File: src/rtl/seidel_mul_arbiter.sv
// Round-robin arbiter sharing one pipelined multiplier between N_REQ requesters.
// Define SEIDEL_MUL_ARB_CE_GATE_EN to freeze the multiplier (mul_ce low) when idle.
module seidel_mul_arbiter #(
  parameter int N_REQ = 2,
  parameter int A_W   = 10,
  parameter int B_W   = 11,
  parameter int P_W   = 20,
  parameter int LAT   = 3
) (
  input  logic                   clk,
  input  logic                   reset,
  input  logic [N_REQ-1:0]       req_valid,
  output logic [N_REQ-1:0]       req_ready,
  input  logic [N_REQ*A_W-1:0]   req_a,
  input  logic [N_REQ*B_W-1:0]   req_b,
  output logic                   mul_ce,
  output logic [A_W-1:0]         mul_din0,
  output logic [B_W-1:0]         mul_din1,
  input  logic [P_W-1:0]         mul_dout,
  output logic [N_REQ-1:0]       rsp_valid,
  output logic [P_W-1:0]         rsp_p,
  output logic                   busy
);
  localparam int IDX_W = (N_REQ > 1) ? $clog2(N_REQ) : 1;

  logic [IDX_W-1:0] last_q, last_d;
  logic [IDX_W-1:0] winner, cand;
  logic             found, grant, in_flight;
  logic [LAT-1:0]   v_q, v_d;
  logic [IDX_W-1:0] idx_q [LAT];
  logic [IDX_W-1:0] idx_d [LAT];

  // Search starts one past the last winner so every requester gets a turn.
  always_comb begin
    found  = 1'b0;
    winner = '0;
    cand   = '0;
    for (int k = 1; k <= N_REQ; k++) begin
      cand = IDX_W'((int'(last_q) + k) % N_REQ);
      if (!found && req_valid[cand]) begin
        found  = 1'b1;
        winner = cand;
      end
    end
  end

  assign grant     = found & reset;
  assign last_d    = grant ? winner : last_q;
  assign in_flight = |v_q[LAT-2:0];
  assign busy      = |v_q;
  assign rsp_p     = mul_dout;

`ifdef SEIDEL_MUL_ARB_CE_GATE_EN
  assign mul_ce = grant | in_flight;
`else
  assign mul_ce = reset;
`endif

  always_comb begin
    req_ready = '0;
    rsp_valid = '0;
    mul_din0  = '0;
    mul_din1  = '0;
    for (int i = 0; i < N_REQ; i++) begin
      if (grant && winner == IDX_W'(i)) begin
        req_ready[i] = 1'b1;
        mul_din0     = req_a[i*A_W +: A_W];
        mul_din1     = req_b[i*B_W +: B_W];
      end
      if (v_q[LAT-1] && idx_q[LAT-1] == IDX_W'(i)) begin
        rsp_valid[i] = 1'b1;
      end
    end
  end

  // The last stage only marks a product already on rsp_p, so it empties when ce stops.
  always_comb begin
    v_d   = v_q;
    idx_d = idx_q;
    if (mul_ce) begin
      v_d      = {v_q[LAT-2:0], grant};
      idx_d[0] = winner;
      for (int i = 1; i < LAT; i++) begin
        idx_d[i] = idx_q[i-1];
      end
    end else begin
      v_d[LAT-1] = 1'b0;
    end
  end

  always_ff @(posedge clk or negedge reset) begin
    if (!reset) begin
      last_q <= IDX_W'(N_REQ - 1);
      v_q    <= '0;
      for (int i = 0; i < LAT; i++) begin
        idx_q[i] <= '0;
      end
    end else begin
      last_q <= last_d;
      v_q    <= v_d;
      for (int i = 0; i < LAT; i++) begin
        idx_q[i] <= idx_d[i];
      end
    end
  end

endmodule

File: config.mk
export PLATFORM = sky130hd
export DESIGN_NAME = seidel_mul_arbiter
export DESIGN_NICKNAME = d
export VERILOG_FILES = /design/src/rtl/seidel_mul_arbiter.sv
export SDC_FILE = /design/constraint.sdc
export NUM_CORES = 1
export LEC_CHECK = 0
export ABC_AREA = 1
export CAP_MARGIN = 20
export CORE_AREA = 2 2 65 67
export CTS_BUF_LIST = sky130_fd_sc_hd__clkbuf_16
export CTS_CLUSTER_DIAMETER = 60
export DETAILED_ROUTE_END_ITERATION = 7
export DIE_AREA = 0 0 67 69
export GPL_TIMING_DRIVEN = 0
export PLACE_DENSITY = 0.81
export SYNTH_ARGS = -nofsm -noshare
export SYNTH_HDL_FRONTEND = slang
export SYNTH_SLANG_ARGS = --single-unit
export TNS_END_PERCENT = 30
File: constraint.sdc
create_clock -name clk -period 1.4 [get_ports clk]
set_input_delay 0.42 -clock clk [delete_from_list [all_inputs] [get_ports clk]]
set_output_delay 0.42 -clock clk [all_outputs]
set_load 0.005 [all_outputs]
==> flow_summary.ini <==
[timing]
maxSlewHeadroom = 0.772
setup_viol = 23
rsz0062_at_grt = true
finalClockSkew_ns = 0.00386
fmax_mhz = 547
tightest_slew_ns = 0.338
hold_violations = 0
slew_viol_final = 0
fin_crit_sh = 1.31
layout_setup_ws_ns = -0.427
period_minus_slack_ns = 1.83
whs_ns = 0.118

[cells_and_area]
drive_gt1_frac = 0.508
finish.utilization = 0.514
fin_nets = 309
antenna_cells = 0
fill_cells = 397
syn_to_final_growth_pct = 144

[drt]
routedWlPerCell_um = 13.4
via_per_inst = 4.61
first_iter_violations = 15
postRouteAntennaNets = 0
vias = 1345
wirelength_mm = 3.92
drc = 0
first_pass_iters = 4

[global_routing]
grt_first_pass_wirelength_mm = 6.27
gr-usage-all-layers = 0.171
grt_max_degree = 11
grt_pass1_vias = 1344
overflow = 0
antenna_found_initial = 0

[power]
power.leakage_nw = 1.05
peakVddDrop_v = 0.000882
power.density_nw_per_um2 = 657
total_power_mw = 1.32

[clock_tree]
cts_tree = done
clockRootBuffer = clkbuf_16
cts_buffers = 3
cts.sinks = 7
htreeDepth = 1
clock_latency_ns = 0.23
clockBufferDepth = 2
clkTransAtPathRegs_ns = 0.04

[worst_setup_path]
reg2reg_slack_ns = 0.22
cp.required_ns = 0.98
critical_path_arrival_ns = 1.41
start_kind = flip-flop
critPathKind = reg -> out
end_kind = primary output
crit_fanout = 5

[synth]
synth_commonest_cells = 32 x nand2_1, 22 x nand3_1, 21 x buf_4, 21 x nand4_1
synth_area_leaders = buf_4 19%, dfrtp_1 18%, nand4_1 16%
synth_flop_cell = dfrtp_1
synth_cell_types = 15
synth_compound_area_frac = 0.0303
avgSynthCellArea_um2 = 6.21
synth.yosys.seq_area_share = 0.214
synthAdderAreaFrac = 0
syn_area_um2 = 826
synth_xor_area_frac = 0
synth_cells = 133
synthMuxAreaShare = 0
yosysTopAreaCellShare = 0.191
synth.net_count = 199
synth_area_leader_cell = buf_4
async_flop_share = 1.00
yosys_warnings = 0
synth_edf_count = 0
synth_simple_gate_area_frac = 0.464
ys_seq_elements = 7
synth_top_family_by_area = simple AND/OR/NAND/NOR gates
synthMostInstantiatedCell = nand2_1

[worst_hold_path]
hold_path_class = in -> async

[outcome]
violations = setup timing
outcome = finished with violations

[floorplanning]
die_h_um = 69
coreArea_um2 = 3910
initial_core_util = 0.211
core.rowCount = 23
die_x_um = 67
fp.dieArea_um2 = 4620
num_io_pins = 113

[flow_run]
cap_violations = 0

[place]
hpwlAfterDp_mm = 2.64
port-buffer-count = 92
routabilityCongestion = 0.753
[repair_timing]
item	in CTS	in global routing
pin swaps	21	10
hold buffers	1	0
gates cloned	4	0
hold endpoints to repair	6	0
resized for setup	162	24
buffers inserted	10	0
endpoints found under the setup margin	45	33
[where the power goes]
group          switching, mW  internal (mW)
logic                  0.239          0.354
clock network          0.114          0.372
registers             0.0147          0.229
[final timing paths]
kind / startpoint / end / cells after the start
setup / recovery: last_q / mul_din1[3] / 7
hold / removal: reset / last_q / 1
setup reg to reg: last_q / idx_q[2] / 7
hold reg to reg: v_q[1] / v_q[2] / 2
max in group asynchronous: reset / v_q[0] / 2
min in group clk: v_q[1] / v_q[2] / 2
[registers in the layout, indices dropped and copies added, names as in the netlist]
name and count:
v_q 3, idx_q 3, last_q 1
[per-stage QoR]
stage / area [um2] / cells / worst slack [ns] / setup TNS [ns]
after detailed placement: 1830 / 275 / -1.45 / -36.00
after global placement: 1830 / 275 / -1.44 / -35.45
after global routing: 2010 / 292 / -0.488 / -10.14
final: 2010 / 292 / -0.427 / -8.89
after floorplan: 843 / 133 / 0.0133 / 0
after CTS: 2030 / 294 / -0.480 / -9.56
[placed cells by master (no fill, tap or decap), types with 2 or more instances in the layout]
cell type        instances
clkdlybuf4s50_1         42
nor2_4                   2
clkdlybuf4s15_1          2
buf_2                   26
nand4_1                 21
clkbuf_16                3
nand3_2                 17
buf_6                    9
nor2_1                   2
o21ai_0                  2
buf_8                    2
nand2_1                 29
nand3_1                  5
inv_2                    4
o21ai_1                  3
nand2_4                  2
clkbuf_2                 4
inv_1                    6
dfrtp_1                  6
buf_4                   49
[final cells by class]
cell class	instances	area, um2	area share
clock buffers	3	75.1	0.0373
flip-flops and latches	7	176	0.0877
multi-input cells	85	526	0.261
clock inverters	1	3.75	0.00187
repair buffers	106	897	0.446
plain buffers	31	238	0.118
inverters	9	33.8	0.0168
well taps	50	62.6	0.0311
[critical path, cell delays in order (launching register included)]
cell and delay, ns:
dfstp_2 0.55, nand2_4 0.07, nand2_4 0.10, buf_6 0.11
buf_8 0.11, nand3_2 0.06, nand2_1 0.06, buf_2 0.11
[metal layers]
metal  GRT usage  vias to the layer above  share of wire
met3      0.0343                        8          0.092
met4      0.0476                        0          0.015
met1       0.199                      611           0.36
li1            -                      647              -
met2       0.308                       79           0.53
met5           0                        -              0
[cells by family (layout without fill, tap and decap cells)]
kind of cell,count (synthesis),after routing
AOI/OAI and AO/OA,5,5
buffers and inverters,41,150
DFF,7,7
and+or+nand+nor,80,80
Power figures use the tool's default switching activity.
